$ cat config.mk
export PLATFORM = sky130hd
export DESIGN_NAME = cmp16_pair_sequencer
export DESIGN_NICKNAME = d
export VERILOG_FILES = /design/src/rtl/cmp16_pair_sequencer.sv
export SDC_FILE = /design/constraint.sdc
export NUM_CORES = 1
export LEC_CHECK = 0
export ABC_CLOCK_PERIOD_IN_PS = 2400
export CORE_UTILIZATION = 28
export CTS_CLUSTER_DIAMETER = 120
export CTS_CLUSTER_SIZE = 16
export DETAILED_ROUTE_END_ITERATION = 8
export SLEW_MARGIN = 10
export SYNTH_ARGS = -nofsm -noshare
export SYNTH_HDL_FRONTEND = slang
export SYNTH_SLANG_ARGS = --single-unit
$ cat constraint.sdc
create_clock -name clk -period 2.4 [get_ports clk]
set_input_delay 0.24 -clock clk [delete_from_list [all_inputs] [get_ports clk]]
set_output_delay 0.24 -clock clk [all_outputs]
set_load 0.05 [all_outputs]
$ cat src/rtl/cmp16_pair_sequencer.sv
// cmp16_pair_sequencer: pairs consecutive samples as (A,B), drives the
// registered magnitude comparator and returns one result code per pair.
module cmp16_pair_sequencer #(
  parameter int TIMEOUT = 15,
  parameter int CNT_W   = 16
) (
  input  logic             clk,
  input  logic             rst,
  input  logic             s_valid,
  input  logic [15:0]      s_data,
  output logic             s_ready,
  output logic             cmp_start,
  output logic [15:0]      cmp_ain,
  output logic [15:0]      cmp_bin,
  input  logic             cmp_greater,
  input  logic             cmp_less,
  input  logic             cmp_equal,
  input  logic             cmp_done,
  output logic             r_valid,
  output logic [1:0]       r_code,
  input  logic             r_ready,
  output logic [CNT_W-1:0] pair_cnt,
  output logic             err_timeout
);

  typedef enum logic [2:0] {
    IDLE,
    LOAD_B,
    ISSUE,
    WAIT,
    RESP
  } state_t;

  localparam logic [7:0] TO_LIM = 8'(TIMEOUT);

  state_t     state;
  logic [7:0] wait_cnt;
  logic [1:0] flag_code;

  // Exactly one flag set is a valid answer; anything else is malformed.
  always_comb begin
    flag_code = 2'b00;
    unique case ({cmp_greater, cmp_less, cmp_equal})
      3'b100:  flag_code = 2'b01;
      3'b010:  flag_code = 2'b10;
      3'b001:  flag_code = 2'b11;
      default: flag_code = 2'b00;
    endcase
  end

  assign s_ready   = (state == IDLE) || (state == LOAD_B);
  assign cmp_start = (state == ISSUE);
  assign r_valid   = (state == RESP);

  always_ff @(posedge clk) begin
    if (rst) begin
      state       <= IDLE;
      cmp_ain     <= '0;
      cmp_bin     <= '0;
      r_code      <= '0;
      pair_cnt    <= '0;
      wait_cnt    <= '0;
      err_timeout <= 1'b0;
    end else begin
      unique case (state)
        IDLE: begin
          if (s_valid) begin
            cmp_ain <= s_data;
            state   <= LOAD_B;
          end
        end
        LOAD_B: begin
          if (s_valid) begin
            cmp_bin <= s_data;
            state   <= ISSUE;
          end
        end
        ISSUE: begin
          wait_cnt <= '0;
          state    <= WAIT;
        end
        WAIT: begin
          if (cmp_done) begin
            r_code <= flag_code;
            state  <= RESP;
          end else if (wait_cnt + 8'd1 == TO_LIM) begin
            r_code      <= 2'b00;
            err_timeout <= 1'b1;
            state       <= RESP;
          end else begin
            wait_cnt <= wait_cnt + 8'd1;
          end
        end
        RESP: begin
          if (r_ready) begin
            pair_cnt <= pair_cnt + CNT_W'(1);
            state    <= IDLE;
          end
        end
        default: state <= IDLE;
      endcase
    end
  end

endmodule

==> run_results.csv <==
group,metric,value,unit
clock_tree,cts_hold_buf,0,
placement,dp_cells,520,
final_layout,final_area,3779,um^2
die,num_rows,35,
worst_setup_path,cp_max_fo,9,
clock_tree,numCtsBuffers,9,
global_route,grt_antenna_before_repair,0,
clock_tree,h-tree-depth,3,
worst_setup_path,critical_path_arrival,2.05,ns
placement,portBuffers,77,
synth,ys_seq_area_frac,0.4659,
worst_setup_path,endpoint_kind,"primary output",
run_status,status,"completed",
global_route,grt_max_degree,35,
timing,hold_viol,0,
synth,synth.distinct_cells,45,
synth,synth_fa_ha_area_frac,0.01409,
power,swShare,0.2946,
clock_tree,path_clk_slew,0.07,ns
global_route,grt_usage,0.1449,
power,p_int,0.001690,W
die,die_x,99.54,um
global_route,grt-ovfl-total,0,
routing,routed_wl,6952,um
synth,avgSynthCellArea,8.247,um^2
worst_setup_path,cp-start-kind,"flop",
timing,finalSetupViolations,0,
final_layout,area_growth,41.85,%
worst_setup_path,crit_slowest_cell,"clkdlybuf4s50_1",
synth,synthCells,323,
die,initial_utilization,0.2883,
power,power_frac_clock,0.381,
worst_setup_path,max_stage_delay,0.87,ns
die,io_pins,78,
die,chipHeight,99.54,um
worst_setup_path,crit_path_cell_trace,"nor3b_1 > clkdlybuf4s50_1",
global_route,grt_pass1_vias,2333,
worst_setup_path,rrSetupSlack,0.40,ns
clock_tree,cts_tree,"done",
routing,ant_nets,0,
power,combPwrFrac,0.163,
clock_tree,post_cts_buffers,0,
clock_tree,clock-sinks,62,
timing,worst_hold_slack,0.2989,ns
synth,yosys.area.top_type_share,0.4659,
worst_setup_path,path_delay_family,"buffers and inverters",
final_layout,diodes,0,
routing,routedWlPerCell,12.97,um
timing,finalCritPeriodShare,0.9543,
power,p_switching,0.0007058,W
synth,synth-compound-area-share,0.1447,
power,p_seq_frac,0.456,
worst_setup_path,cp.required,2.16,ns
timing,relSlewSlack,0.5546,
placement,globalplace.congestion,0.8087,
timing,finalSetupTns,0,ns
timing,max_freq,0.4366,GHz
synth,yosys_warnings,0,
clock_tree,cts_buffer_depth,2,
synth,muxShareOfSynthArea,0.02114,
worst_setup_path,setup.worst_path.class,"flop to primary output",
die,core,9240,um^2
routing,drt_iter0_markers,114,
timing,period_needed,2.290,ns
placement,placed_area,3582,um^2
final_layout,nNetsFinal,429,
synth,synth_most_common_cell,"nand2_1",
routing,via_per_inst,4.690,
synth,syn-num-nets,350,
clock_tree,cts-root-buf,"clkbuf_8",
timing,drv_slew,0,
run,max-cap-violations,0,
routing,num_vias,2514,
routing,drc,0,
power,power_leakage,1.296,nW
timing,finClkSkew,0.01160,ns
final_layout,drive_above_1_share,0.08600,
synth,synth-seq-cells,62,
synth,yosys_most_used_dff,"dfxtp_1",
synth,async_flop_share,0,
synth,synthSimpleGateAreaFrac,0.2748,
routing,dr.pass1.iters,4,
synth,synth_top_area_cell,"dfxtp_1",
power,power_density,634.0,nW/um^2
synth,synth_xor_area_frac,0.04274,
worst_setup_path,crit_buf_inv,1,
power,peakVddDrop,0.2960,mV
timing,setup_slack,0.1096,ns
clock_tree,clk_latency,0.34,ns
hold_path,hold_path.class,"primary input to flop",
synth,synth_top_family_by_area,"simple AND/OR/NAND/NOR gates",
placement,dp_hpwl,4815,um
die,dieArea,9907,um^2
synth,synthesis.area,2664,um^2
global_route,grt_pass1_wl,11230,um
synth,synth-edff-count,0,
final_layout,stdcell_count,536,
synth,synthTopCellsByArea,"dfxtp_1 (47%), nand2_1 (10%), a21oi_1 (7.3%)",
placement,place_ws,0.2306,ns
timing,rsz0062_at_grt,"false",
synth,yosys-top-cells-count,"nand2_1 (73), dfxtp_1 (62), a21oi_1 (39), nor2_1 (22)",
timing,tightest_slew,0.6682,ns
[metrics by stage]
step | power, W | util
after detailed placement | 0.001508 | 0.3877
after floorplan | 0.001355 | -
after global placement | 0.001505 | 0.3877
final | 0.002396 | 0.4089
after CTS | 0.002431 | 0.4089
after global routing | 0.002509 | 0.4089
[final timing paths]
kind,start,end,cells after the start
max,state[2]$_SDFFE_PP0P_,r_valid,2
max reg2reg,wait_cnt[0]$_SDFFE_PP0P_,wait_cnt[1]$_SDFFE_PP0P_,5
min reg2reg,cmp_ain[6]$_SDFFE_PP0P_,cmp_ain[6]$_SDFFE_PP0P_,2
min,rst,err_timeout$_SDFFE_PP0P_,2
[power groups by stage]
stage | clock [W] | sequential [W] | combinational, W
after floorplan | 0 | 0.00122 | 0.000131
after global placement | 0 | 0.00111 | 0.000391
after detailed placement | 0 | 0.00112 | 0.000392
after CTS | 0.000946 | 0.00109 | 0.000392
after global routing | 0.000995 | 0.00110 | 0.000415
final | 0.000913 | 0.00109 | 0.000390
[worst reg2reg max path: stages (launching register included)]
cell and delay (ns):
dfxtp_1 0.36, ha_1 0.26, xnor2_1 0.16, or3_1 0.42, o21ai_1 0.31, mux2_2 0.38
[placed cells by master (no fill, tap or decap), types with 2 or more instances in the layout]
| master | instances |
|---|---|
| xor2_1 | 3 |
| a211oi_1 | 2 |
| and3_1 | 4 |
| nor2b_1 | 5 |
| or3_1 | 6 |
| a221o_1 | 2 |
| clkinv_4 | 2 |
| clkdlybuf4s50_1 | 75 |
| a311oi_1 | 3 |
| buf_4 | 8 |
| clkbuf_8 | 9 |
| nor3_1 | 6 |
| nand2_1 | 73 |
| inv_1 | 6 |
| a31oi_1 | 3 |
| nand2b_1 | 3 |
| a22oi_1 | 2 |
| nor2_1 | 22 |
| ha_1 | 3 |
| nor4_1 | 3 |
| a21oi_1 | 39 |
| nand3_1 | 9 |
| nand4_1 | 2 |
| mux2_2 | 5 |
| clkinv_2 | 2 |
| xnor2_1 | 10 |
| dfxtp_1 | 62 |
| nor3b_1 | 8 |
| o21ai_0 | 8 |
[metal layers]
layer	vias to the layer above	wire, um	GRT usage
met5	-	0	0
met4	0	119	0.06222
met3	10	314	0.04708
met2	64	3228	0.2302
met1	1169	3290	0.1798
li1	1271	-	-
[cells by family after synthesis]
logic type | after synthesis
AOI/OAI and AO/OA | 66
and+or+nand+nor | 151
buffers and inverters | 23
adders and majority gates | 3
muxes | 5
xor gates and xnor gates | 13
DFF | 62
[cell type report]
cell class | instances | area [um^2]
sequential | 62 | 1241
tap | 129 | 161.4
inverter | 6 | 22.52
fill | 931 | 5461
multi-input combinational | 238 | 1331
clock inverter | 7 | 73.82
timing repair buffer | 85 | 824.5
clock buffer | 9 | 123.9
[flip-flops by register name, indices dropped and copies added (netlist names)]
name / cells
cmp_ain: 16
r_code: 2
cmp_bin: 16
wait_cnt: 8
state: 3
err_timeout: 1
pair_cnt: 16
[timing repair]
item,4_1_cts,5_1_grt
endpoints found under the setup margin,1,0
gates resized for setup,1,0
endpoints found under the hold margin,0,0
Note: power is estimated with default switching activity, not from simulation.
